File: config.mk
export PLATFORM = sky130hd
export DESIGN_NAME = cache_cam_array
export DESIGN_NICKNAME = d
export VERILOG_FILES = /design/src/rtl/cache_cam_pkg.sv /design/src/rtl/cache_cam_seg_match.sv /design/src/rtl/cache_cam_array.sv
export SDC_FILE = /design/constraint.sdc
export NUM_CORES = 2
export LEC_CHECK = 0
export ABC_AREA = 1
export BUFFER_PORTS_ARGS = -buffer_cell sky130_fd_sc_hd__buf_2
export CAP_MARGIN = 15
export CELL_PAD_IN_SITES_DETAIL_PLACEMENT = 1
export CELL_PAD_IN_SITES_GLOBAL_PLACEMENT = 2
export CORE_ASPECT_RATIO = 0.9
export CORE_MARGIN = 3
export CORE_UTILIZATION = 30
export CTS_BUF_LIST = sky130_fd_sc_hd__clkbuf_8
export CTS_CLUSTER_DIAMETER = 150
export DETAILED_ROUTE_END_ITERATION = 6
export HOLD_SLACK_MARGIN = 0.08
export MAX_ROUTING_LAYER = met4
export PLACE_DENSITY_LB_ADDON = 0.1
export SLEW_MARGIN = 20
export SYNTH_ARGS = -nofsm -noshare
export SYNTH_HDL_FRONTEND = slang
export SYNTH_HIERARCHICAL = 1
export SYNTH_SLANG_ARGS = --single-unit
File: constraint.sdc
create_clock -name clk -period 7.9 [get_ports clk]
set_clock_uncertainty 0.05 [all_clocks]
set_input_delay 2.37 -clock clk [delete_from_list [all_inputs] [get_ports clk]]
set_output_delay 2.37 -clock clk [all_outputs]
set_load 0.01 [all_outputs]
File: src/rtl/cache_cam_pkg.sv
// rtl/cache_cam_pkg.sv - shared types and defaults for the cache page-table CAM
// Purpose: command/status encodings, FSM states and default field widths.
// Ports: none (package).
package cache_cam_pkg;

  localparam int PS_WIDTH  = 5;
  localparam int KEY_WIDTH = 14;

  typedef enum logic [2:0] {
    CMD_NOP    = 3'd0,
    CMD_STORE  = 3'd1,
    CMD_VALID  = 3'd2,
    CMD_DIRTY  = 3'd3,
    CMD_DONE   = 3'd4,
    CMD_CHG_PS = 3'd5,
    CMD_ERASE  = 3'd6,
    CMD_FLUSH  = 3'd7
  } cache_cam_cmd_e;

  typedef enum logic [1:0] {
    PAGE_FREE     = 2'd0,
    PAGE_RESERVED = 2'd1,
    PAGE_VALID    = 2'd2,
    PAGE_DIRTY    = 2'd3
  } cache_page_status_e;

  typedef enum logic [1:0] {
    IDLE   = 2'd0,
    SEARCH = 2'd1,
    RESP   = 2'd2
  } cam_state_e;

endpackage

File: src/rtl/cache_cam_seg_match.sv
// rtl/cache_cam_seg_match.sv - one search segment: lowest-index hit and free lane
// Purpose: compares LANES entries against a key, priority-encodes to lowest lane.
// Ports:
//   i_status   LANES x 2-bit entry status, lane 0 in the low bits
//   i_keys     LANES x KEY_WIDTH entry keys, lane 0 in the low bits
//   i_key      key being searched
//   o_any_hit  some non-FREE lane holds i_key
//   o_hit_ofs  lowest hitting lane
//   o_any_free some lane is FREE
//   o_free_ofs lowest FREE lane
module cache_cam_seg_match #(
  parameter int LANES     = 4,
  parameter int KEY_WIDTH = 14,
  parameter int OFS_W     = (LANES > 1) ? $clog2(LANES) : 1
) (
  input  logic [LANES*2-1:0]         i_status,
  input  logic [LANES*KEY_WIDTH-1:0] i_keys,
  input  logic [KEY_WIDTH-1:0]       i_key,
  output logic                       o_any_hit,
  output logic [OFS_W-1:0]           o_hit_ofs,
  output logic                       o_any_free,
  output logic [OFS_W-1:0]           o_free_ofs
);
  import cache_cam_pkg::*;

  // Walk from the top lane down so the lowest matching lane is written last.
  always_comb begin
    o_any_hit  = 1'b0;
    o_hit_ofs  = '0;
    o_any_free = 1'b0;
    o_free_ofs = '0;
    for (int i = LANES - 1; i >= 0; i--) begin
      if (i_status[i*2 +: 2] != PAGE_FREE) begin
        if (i_keys[i*KEY_WIDTH +: KEY_WIDTH] == i_key) begin
          o_any_hit = 1'b1;
          o_hit_ofs = OFS_W'(i);
        end
      end else begin
        o_any_free = 1'b1;
        o_free_ofs = OFS_W'(i);
      end
    end
  end

endmodule

File: src/rtl/cache_cam_array.sv
// rtl/cache_cam_array.sv - parametrised register-based CAM page table
// Purpose: DEPTH entries of {status, ps_id, key}; one command at a time,
//   searched LANES entries per cycle, single-cycle response pulse.
// Ports:
//   clk, rst              clock, synchronous active-high reset
//   cmd_valid/cmd_ready   command handshake (ready only in IDLE)
//   cmd_op/key/ps_id      command opcode, lookup key, ps_id for STORE/CHG_PS
//   rsp_valid             one-cycle response pulse
//   rsp_hit/err/idx       hit flag, error flag, hit or allocated index
//   rsp_status/ps_id      entry contents before the update
//   free_cnt              number of FREE entries
module cache_cam_array #(
  parameter int DEPTH     = 128,
  parameter int KEY_WIDTH = cache_cam_pkg::KEY_WIDTH,
  parameter int PS_WIDTH  = cache_cam_pkg::PS_WIDTH,
  parameter int LANES     = 4
) (
  input  logic                       clk,
  input  logic                       rst,
  input  logic                       cmd_valid,
  output logic                       cmd_ready,
  input  logic [2:0]                 cmd_op,
  input  logic [KEY_WIDTH-1:0]       cmd_key,
  input  logic [PS_WIDTH-1:0]        cmd_ps_id,
  output logic                       rsp_valid,
  output logic                       rsp_hit,
  output logic                       rsp_err,
  output logic [$clog2(DEPTH)-1:0]   rsp_idx,
  output logic [1:0]                 rsp_status,
  output logic [PS_WIDTH-1:0]        rsp_ps_id,
  output logic [$clog2(DEPTH+1)-1:0] free_cnt
);
  import cache_cam_pkg::*;

  localparam int IDX_W = $clog2(DEPTH);
  localparam int CNT_W = $clog2(DEPTH + 1);
  localparam int NSEG  = DEPTH / LANES;
  localparam int SEG_W = (NSEG > 1) ? $clog2(NSEG) : 1;
  localparam int OFS_W = (LANES > 1) ? $clog2(LANES) : 1;

  cache_page_status_e   r_status [DEPTH];
  logic [PS_WIDTH-1:0]  r_ps     [DEPTH];
  logic [KEY_WIDTH-1:0] r_key    [DEPTH];

  cam_state_e           r_state;
  cache_cam_cmd_e       r_op;
  logic [KEY_WIDTH-1:0] r_cmd_key;
  logic [PS_WIDTH-1:0]  r_cmd_ps;
  logic [SEG_W-1:0]     r_seg;
  logic                 r_free_found;
  logic [IDX_W-1:0]     r_free_idx;
  logic [CNT_W-1:0]     r_free_cnt;

  logic                 r_rsp_valid;
  logic                 r_rsp_hit;
  logic                 r_rsp_err;
  logic [IDX_W-1:0]     r_rsp_idx;
  cache_page_status_e   r_rsp_status;
  logic [PS_WIDTH-1:0]  r_rsp_ps;

  logic [IDX_W-1:0]           w_base;
  logic [LANES*2-1:0]         w_seg_status;
  logic [LANES*KEY_WIDTH-1:0] w_seg_key;
  logic                       w_any_hit;
  logic [OFS_W-1:0]           w_hit_ofs;
  logic                       w_any_free;
  logic [OFS_W-1:0]           w_free_ofs;
  logic [IDX_W-1:0]           w_hit_idx;
  logic [IDX_W-1:0]           w_seg_free_idx;
  logic                       w_free_any;
  logic [IDX_W-1:0]           w_free_idx;
  logic                       w_last;
  cache_page_status_e         w_hit_status;
  logic [PS_WIDTH-1:0]        w_hit_ps;
  logic                       w_err;
  logic [IDX_W-1:0]           w_idx;

  // Gather the current segment's entries for the comparator.
  always_comb begin
    w_base       = IDX_W'(r_seg) * IDX_W'(LANES);
    w_seg_status = '0;
    w_seg_key    = '0;
    for (int i = 0; i < LANES; i++) begin
      w_seg_status[i*2 +: 2]                = r_status[w_base + IDX_W'(i)];
      w_seg_key[i*KEY_WIDTH +: KEY_WIDTH]   = r_key[w_base + IDX_W'(i)];
    end
  end

  cache_cam_seg_match #(
    .LANES     (LANES),
    .KEY_WIDTH (KEY_WIDTH),
    .OFS_W     (OFS_W)
  ) u_seg_match (
    .i_status   (w_seg_status),
    .i_keys     (w_seg_key),
    .i_key      (r_cmd_key),
    .o_any_hit  (w_any_hit),
    .o_hit_ofs  (w_hit_ofs),
    .o_any_free (w_any_free),
    .o_free_ofs (w_free_ofs)
  );

  assign w_hit_idx      = w_base + IDX_W'(w_hit_ofs);
  assign w_seg_free_idx = w_base + IDX_W'(w_free_ofs);
  // A free slot found in an earlier segment always has the lower index.
  assign w_free_any     = r_free_found | w_any_free;
  assign w_free_idx     = r_free_found ? r_free_idx : w_seg_free_idx;
  assign w_last         = (r_seg == SEG_W'(NSEG - 1));

  // Response contents, valid in the SEARCH cycle that ends the search.
  always_comb begin
    w_hit_status = r_status[w_hit_idx];
    w_hit_ps     = r_ps[w_hit_idx];
    w_err        = 1'b0;
    case (r_op)
      CMD_STORE: w_err = !w_any_hit && !w_free_any;
      CMD_VALID: w_err = w_any_hit && (w_hit_status != PAGE_RESERVED);
      CMD_DIRTY: w_err = w_any_hit && (w_hit_status != PAGE_VALID) &&
                         (w_hit_status != PAGE_DIRTY);
      CMD_DONE:  w_err = w_any_hit && (w_hit_status != PAGE_DIRTY);
      default:   w_err = 1'b0;
    endcase
    if (w_any_hit) begin
      w_idx = w_hit_idx;
    end else if (r_op == CMD_STORE && w_free_any) begin
      w_idx = w_free_idx;
    end else begin
      w_idx = '0;
    end
  end

  always_ff @(posedge clk) begin
    if (rst) begin
      for (int i = 0; i < DEPTH; i++) begin
        r_status[i] <= PAGE_FREE;
        r_ps[i]     <= '0;
        r_key[i]    <= '0;
      end
      r_state      <= IDLE;
      r_op         <= CMD_NOP;
      r_cmd_key    <= '0;
      r_cmd_ps     <= '0;
      r_seg        <= '0;
      r_free_found <= 1'b0;
      r_free_idx   <= '0;
      r_free_cnt   <= CNT_W'(DEPTH);
      r_rsp_valid  <= 1'b0;
      r_rsp_hit    <= 1'b0;
      r_rsp_err    <= 1'b0;
      r_rsp_idx    <= '0;
      r_rsp_status <= PAGE_FREE;
      r_rsp_ps     <= '0;
    end else begin
      case (r_state)
        IDLE: begin
          if (cmd_valid) begin
            r_op         <= cache_cam_cmd_e'(cmd_op);
            r_cmd_key    <= cmd_key;
            r_cmd_ps     <= cmd_ps_id;
            r_seg        <= '0;
            r_free_found <= 1'b0;
            r_free_idx   <= '0;
            if (cache_cam_cmd_e'(cmd_op) == CMD_FLUSH) begin
              // FLUSH needs no lookup; its response is all zeros.
              r_state     <= RESP;
              r_rsp_valid <= 1'b1;
            end else begin
              r_state <= SEARCH;
            end
          end
        end
        SEARCH: begin
          r_free_found <= w_free_any;
          r_free_idx   <= w_free_idx;
          if (w_any_hit || w_last) begin
            r_state      <= RESP;
            r_rsp_valid  <= 1'b1;
            r_rsp_hit    <= w_any_hit;
            r_rsp_err    <= w_err;
            r_rsp_idx    <= w_idx;
            r_rsp_status <= w_any_hit ? w_hit_status : PAGE_FREE;
            r_rsp_ps     <= w_any_hit ? w_hit_ps : '0;
          end else begin
            r_seg <= r_seg + 1'b1;
          end
        end
        RESP: begin
          r_state      <= IDLE;
          r_rsp_valid  <= 1'b0;
          r_rsp_hit    <= 1'b0;
          r_rsp_err    <= 1'b0;
          r_rsp_idx    <= '0;
          r_rsp_status <= PAGE_FREE;
          r_rsp_ps     <= '0;
          case (r_op)
            CMD_STORE: begin
              if (!r_rsp_hit && !r_rsp_err) begin
                r_status[r_rsp_idx] <= PAGE_RESERVED;
                r_ps[r_rsp_idx]     <= r_cmd_ps;
                r_key[r_rsp_idx]    <= r_cmd_key;
                r_free_cnt          <= r_free_cnt - 1'b1;
              end
            end
            CMD_VALID: begin
              if (r_rsp_hit && !r_rsp_err) r_status[r_rsp_idx] <= PAGE_VALID;
            end
            CMD_DIRTY: begin
              if (r_rsp_hit && !r_rsp_err) r_status[r_rsp_idx] <= PAGE_DIRTY;
            end
            CMD_DONE: begin
              if (r_rsp_hit && !r_rsp_err) r_status[r_rsp_idx] <= PAGE_VALID;
            end
            CMD_CHG_PS: begin
              if (r_rsp_hit) r_ps[r_rsp_idx] <= r_cmd_ps;
            end
            CMD_ERASE: begin
              // Free entries are kept fully cleared so a later STORE reports zeros.
              if (r_rsp_hit) begin
                r_status[r_rsp_idx] <= PAGE_FREE;
                r_key[r_rsp_idx]    <= '0;
                r_ps[r_rsp_idx]     <= '0;
                r_free_cnt          <= r_free_cnt + 1'b1;
              end
            end
            CMD_FLUSH: begin
              for (int i = 0; i < DEPTH; i++) begin
                r_status[i] <= PAGE_FREE;
                r_ps[i]     <= '0;
                r_key[i]    <= '0;
              end
              r_free_cnt <= CNT_W'(DEPTH);
            end
            default: ;
          endcase
        end
        default: r_state <= IDLE;
      endcase
    end
  end

  assign cmd_ready  = (r_state == IDLE);
  assign rsp_valid  = r_rsp_valid;
  assign rsp_hit    = r_rsp_hit;
  assign rsp_err    = r_rsp_err;
  assign rsp_idx    = r_rsp_idx;
  assign rsp_status = r_rsp_status;
  assign rsp_ps_id  = r_rsp_ps;
  assign free_cnt   = r_free_cnt;

endmodule
# Word level (Yosys, flattened, before mapping)
# Memory sizes are Yosys's and may differ from the RTL's. A register that Yosys moved wholly into a read port is not among the register bits.
# Index checks and enable logic that the tools add are counted.
[classes] addsub=8 n_eq_ne=24 mux=495 n_bitwise=392 reduce_logical=32
[op_table] operator="$mux W14" count=130
[op_table] operator="$mux W5" count=135
[op_table] operator="$or A1 B1 Y1" count=392
[op_table] operator="$mux W2" count=150
[op_table] operator="$mux W7" count=12
[op_table] operator="$eq A14 B14 Y1" count=4
[op_table] operator="$mux W1" count=54
[op_table] operator="$pmux W7 S2" count=2
[op_table] operator="$pmux W8 S3" count=1
[op_table] operator="$pmux W5 S2" count=2
[op_table] operator="$mux W8" count=2
[op_table] operator="$eq A3 B3 Y1 const B" count=5
[op_table] operator="$add A7 B2 Y7" count=2
[op_table] operator="$add A7 B2 Y7 const B" count=2
[op_table] operator="$reduce_or A14 Y1" count=1
[op_table] operator="$ne A2 B2 Y1 const B" count=6
[op_table] operator="$reduce_bool A2 Y1" count=6
[op_table] operator="$add A8 B1 Y8 const B" count=1
[op_table] operator="$logic_and A1 B1 Y1" count=8
[op_table] operator="$pmux W2 S2" count=2
[op_table] operator="$reduce_and A2 Y1" count=4
[op_table] operator="$reduce_and A4 Y1" count=2
[op_table] operator="$sub A8 B1 Y8 const B" count=1
[op_table] operator="$add A7 B1 Y7 const B" count=1
[op_table] operator="other kinds (17)" count=26
[totals] ff_bits=62 ram_bits=2688 input_bits=25 output_inout_bits=26 wordCells=968 mem_count=3
[memory_table] name="r_key" depth=128 width=14 read_ports=4 rd_ports_with_merged_regs=1 write_ports=128 line="cache_cam_array.sv:43" text="logic [KEY_WIDTH-1:0] r_key [DEPTH];"
[memory_table] name="r_ps" depth=128 width=5 read_ports=1 rd_ports_with_merged_regs=0 write_ports=128 line="cache_cam_array.sv:42" text="logic [PS_WIDTH-1:0] r_ps [DEPTH];"
[memory_table] name="r_status" depth=128 width=2 read_ports=5 rd_ports_with_merged_regs=1 write_ports=128 line="cache_cam_array.sv:41" text="cache_page_status_e r_status [DEPTH];"

# Logic depth before layout (Yosys ltp)
# An unclocked memory read counts as a cell.
[depth] depth_word=19 ltp_mapped=41 ltp_nobuf=34

# Cells and area by module
# The synthesis kept the hierarchy.
[by_module_without_submodules] module="cache_cam_array" n_inst=1 cells_per_inst=14632 area_per_inst_um2=135099.6 seq_area_each_um2=82058.7
[by_module_without_submodules] module="cache_cam_seg_match" n_inst=1 cells_per_inst=216 area_per_inst_um2=992.2 seq_area_each_um2=0.0

# Worst setup path after synthesis
# Ideal clock, no wire load.
[synth_timing] kind="in2reg" start="input rst" end="memory r_key[10][0] (enable)" setup_time_ns=0.404 arrival_time_ns=4.572 required_time_ns=7.446 slack_ns=2.874 stages=9 path_buffers=4 cell_sequence="buf_2 nor3_4 nand2_2 inv_2 nor2_2 buf_6 buf_2 clkbuf_1 o21ai_0"
[synth_lines] item="start: declaration" line="cache_cam_array.sv:19" text="input logic rst,"
[synth_lines] item="end: declaration" line="cache_cam_array.sv:43"

# Worst setup path after layout
[layout_timing] start="register r_seg[0]" end="register r_rsp_ps[1] (netlist: rsp_ps_id[1])"
[layout_between] word_cells_on_any_way=36 classes_between="add/sub: 4; eq/ne: 5; mux: 19; reduce/logical: 5; memory: 3"
[layout_lines] item="start: declaration" line="cache_cam_array.sv:49" text="logic [SEG_W-1:0] r_seg;"
[layout_lines] item="start signal: assignment" line="cache_cam_array.sv:184" text="r_seg <= r_seg + 1'b1;"
[layout_lines] item="$add A7 B1 Y7 *" line="cache_cam_array.sv:85" text="w_seg_key[i*KEY_WIDTH +: KEY_WIDTH] = r_key[w_base + IDX_W'(i)];"
[layout_lines] item="$mem_v2 Z128 W14 *"
[layout_lines] item="named net w_seg_key[20]" line="cache_cam_array.sv:63" text="logic [LANES*KEY_WIDTH-1:0] w_seg_key;"
[layout_lines] item="$eq A14 B14 Y1 *" line="cache_cam_seg_match.sv:34" text="if (i_keys[i*KEY_WIDTH +: KEY_WIDTH] == i_key) begin"
[layout_lines] item="$mux W2 *" line="cache_cam_seg_match.sv:34"
[layout_lines] item="$mux W2 *" line="cache_cam_seg_match.sv:33" text="if (i_status[i*2 +: 2] != PAGE_FREE) begin"
[layout_lines] item="$mux W2" line="cache_cam_seg_match.sv:34"
[layout_lines] item="$mux W2 *" line="cache_cam_seg_match.sv:33"
[layout_lines] item="named net w_hit_ofs[0]" line="cache_cam_array.sv:65" text="logic [OFS_W-1:0] w_hit_ofs;"
[layout_lines] item="$add A7 B2 Y7 *" line="cache_cam_array.sv:103" text="assign w_hit_idx = w_base + IDX_W'(w_hit_ofs);"
[layout_lines] item="$mem_v2 Z128 W5 *"
[layout_lines] item="$mux W5 *" line="cache_cam_array.sv:182" text="r_rsp_ps <= w_any_hit ? w_hit_ps : '0;"
[layout_lines] item="$mux W5 *" line="cache_cam_array.sv:175" text="if (w_any_hit || w_last) begin"
[layout_lines] item="$pmux W5 S2 *" line="cache_cam_array.sv:154" text="case (r_state)"
[layout_lines] item="end signal: assignment" line="cache_cam_array.sv:182"
[layout_lines] item="end: declaration" line="cache_cam_array.sv:59" text="logic [PS_WIDTH-1:0] r_rsp_ps;"
# Mark *: on every way through the listed nets, which the timed path passes. The rest lies on a longest branch. The select of a mux whose other input is x is not followed.
# A chain may end at the register's enable or synchronous reset.

==> results.cfg <==
[synth]
syn-cell-area_um2 = 136100
synth_seq_cells = 2755
synth_commonest_cells = 3097 x nand2_1, 2688 x edfxtp_1, 2501 x nor2_1
yosysTopAreaCell = edfxtp_1
synth_nets = 14880
synth_area_leaders = edfxtp_1 59%, nand2_1 8.5%, nor2_1 6.9%
syn_inst = 14850
dominantRegCellSynth = edfxtp_1
ys_seq_area_share_pct = 60.30
synth_most_common_cell = nand2_1
synth_async_sr_flop_share_pct = 0
synth.top_cell.area_share_pct = 59.31
synth_cell_types = 46
synth_edf_count = 2688
yosysWarnings = 6
syn_avg_cell_area_um2 = 9.166

[grt]
antenna_found_initial = 23
grt_pass1_vias = 109000
grt_use_total_pct = 25.32
grt_first_pass_wirelength_um = 824600
grt_max_degree = 134
gr-total-overflow = 0

[placement]
dp_cells = 20150
place_area_um2 = 142900
numPortBuffers = 50
gp_congestion = 0.8675
hpwl_um = 377900

[timing]
rsz0062_at_grt = false
setup_viol = 0
slew_viol_final = 0
fin_crit_ns = 7.216
fin_crit_sh_pct = 91.34
fin_hold_ws_ns = 0.4180
timing.fmax_ghz = 0.1386
setup_tns_ns = 0
tightest_slew_ns = 1.147
hold_violations = 0
slew_headroom_pct = 23.56

[finish]
final_nets = 14700
area_delta_synth_final_pct = 12.01
fill_cells = 51750
final_cells = 21090
drive_above_1_share_pct = 8.965
fin_area_um2 = 152400

[routing]
drc = 0
vias = 106000
drt_pass1_iterations = 6
routed.top_layer = met4
wl_met2_um = 267800
met3_length_um = 25440
via_per_inst = 5.026
ant_nets = 0
met1_length_um = 271900
drt_iter0_markers = 9014
wl_per_cell_um = 27.47
wl_um = 579400

[power]
p_clk_share_pct = 38.7
power_density_nw_per_um2 = 226.7
p_leak_nw = 70.50
ir_drop_mv = 0.1573
p_switching_mw = 10.51
internal_power_mw = 24.05
seqPwrFrac_pct = 48.3
p_comb_share_pct = 13.0
p_sw_share_pct = 30.41

[run_status]
status = complete, no violations

[clocking]
cts_setup_buffers = 0
cts.path.max_buffers = 4
numCtsBuffers = 535
cts_tree = done
cts-root-buf = clkbuf_8
htreeDepth = 6
postCtsHoldBufs = 0
clk_pin_slew_ns = 0.06
clock_sinks = 2755
cts_resized = 0
clk_latency_ns = 1.21

[floorplanning]
io_pins = 51
row_count = 234
die_area_um2 = 461800
die_y_um = 645.0
start_util_pct = 30.14
fp.dieW_um = 716.0
fp.coreArea_um2 = 451500

[setup_path]
arrival_ns = 8.32
critPathLaunch = r_seg[0]$_SDFFE_PP0P_
reg2reg_depth = 24
crit_type = register to register
cp_top_family = buffers and inverters
required_ns = 9.00
worstReg2RegStart = r_seg[0]$_SDFFE_PP0P_
crit_slowest_cell = buf_4
r2r_setup_slack_ns = 0.68
worstSetupEndpointType = register
r2r_end = rsp_ps_id[1]$_SDFFE_PP0P_
crit_end = rsp_ps_id[1]$_SDFFE_PP0P_
crit_fanout = 80
timing.critical_path.depth = 24
cp_cell_sequence = buf_12, buf_4, buf_4, o21ai_0, o22ai_1, nand2_1, nand4_1, o21ai_0, inv_1, xnor2_1, nand3_1, nor2_1, nand2_1, a21oi_4, buf_4, buf_4, o21ai_0, o221ai_1, nand3_1, nand2_1, a21oi_1, nand3_1, nand3_1, nand2_1
crit_path_start_kind = register
slowest_delay_ns = 0.70
crit_buf_inv = 6

[worst_hold_path]
hold_path_depth = 2
hold_class = register to register

[flow_run]
cap_violations = 0
how the worst min path moves through the flow:
stage / endpoint / from
CTS: r_free_idx[3]$_SDFFE_PP0P_ / r_free_idx[3]$_SDFFE_PP0P_
detailed placement: r_free_idx[3]$_SDFFE_PP0P_ / r_free_idx[3]$_SDFFE_PP0P_
floorplan: r_free_idx[0]$_SDFFE_PP0P_ / r_free_idx[0]$_SDFFE_PP0P_
global placement: r_free_idx[5]$_SDFFE_PP0P_ / r_free_idx[5]$_SDFFE_PP0P_
global route: r_free_idx[3]$_SDFFE_PP0P_ / r_free_idx[3]$_SDFFE_PP0P_
finish: r_free_idx[3]$_SDFFE_PP0P_ / r_free_idx[3]$_SDFFE_PP0P_
logic make-up after synthesis:
kind of cell	synth area share, %
adders and majority gates	0.08826
and+or+nand+nor	18.95
DFF	60.30
buffers and inverters	9.898
xor gates and xnor gates	0.1545
AOI/OAI and AO/OA	10.61
area by class of cell:
cell class / instances / area, µm² / area share (%)
antenna: 15 / 37.54 / 0.02462
clock buffer: 551 / 7584 / 4.975
clock inverter: 380 / 1868 / 1.225
inverter: 2179 / 8229 / 5.398
multi-input combinational: 8752 / 41000 / 26.90
sequential: 2755 / 82080 / 53.85
tap: 6018 / 7530 / 4.939
timing repair buffer: 442 / 4106 / 2.694
flip-flops by register name, indices dropped and copies added (netlist names), 5 cells and up, named ones only:
name	count
r_seg	5
r_free_idx	7
rsp_idx	7
r_cmd_ps	5
r_status	256
r_ps	640
rsp_ps_id	5
r_cmd_key	14
r_key	1792
free_cnt	8
worst reg2reg max path, delay by kind of cell (launching register included):
family,cells,cell delay [ns]
AOI/OAI and AO/OA,7,1.90
DFF,1,0.54
xor gates and xnor gates,1,0.12
buffers and inverters,6,2.63
and+or+nand+nor,10,1.97
metal layers:
metal,GRT usage (%),up-vias
met2,39.93,2496
met5,-,-
met3,2.746,733
met4,5.930,0
met1,35.01,54470
li1,-,48310
power groups by stage:
stage / clock, mW / sequential [mW] / combinational [mW]
final: 13.4 / 16.7 / 4.50
after global routing: 14.4 / 16.7 / 4.83
after detailed placement: 0 / 17.0 / 4.51
after floorplan: 0 / 16.9 / 2.37
after global placement: 0 / 17.0 / 4.48
after CTS: 13.8 / 16.7 / 4.52
layout by cell type, fill, tap and decap left out, types with 15 or more instances in the layout:
cell	instances
o21ai_2	49
nor2_4	29
diode_2	15
a32oi_1	15
nand2_1	3088
clkinvlp_4	15
clkinv_2	41
nand3_1	417
edfxtp_1	2688
o21ai_1	85
dfxtp_1	60
buf_4	319
buf_2	50
nand4_1	48
clkbuf_8	551
o221ai_1	305
a21oi_1	113
o21ai_0	1477
nor2_1	2480
inv_8	16
clkinv_1	120
buf_12	73
a31oi_1	17
o22ai_1	347
inv_1	2307
inv_2	32
o211ai_1	78
nor2_8	100
through the flow:
stage | utilization (%) | power (mW) | setup slack [ns]
final | 33.77 | 34.56 | 0.6839
after global routing | 33.76 | 35.96 | 0.3851
after CTS | 33.75 | 35.04 | 0.7064
after detailed placement | 31.66 | 21.51 | 0.7021
after global placement | 31.65 | 21.47 | 0.7020
after floorplan | - | 19.26 | 2.874
No activity file was read; power rests on OpenSTA's default activity.
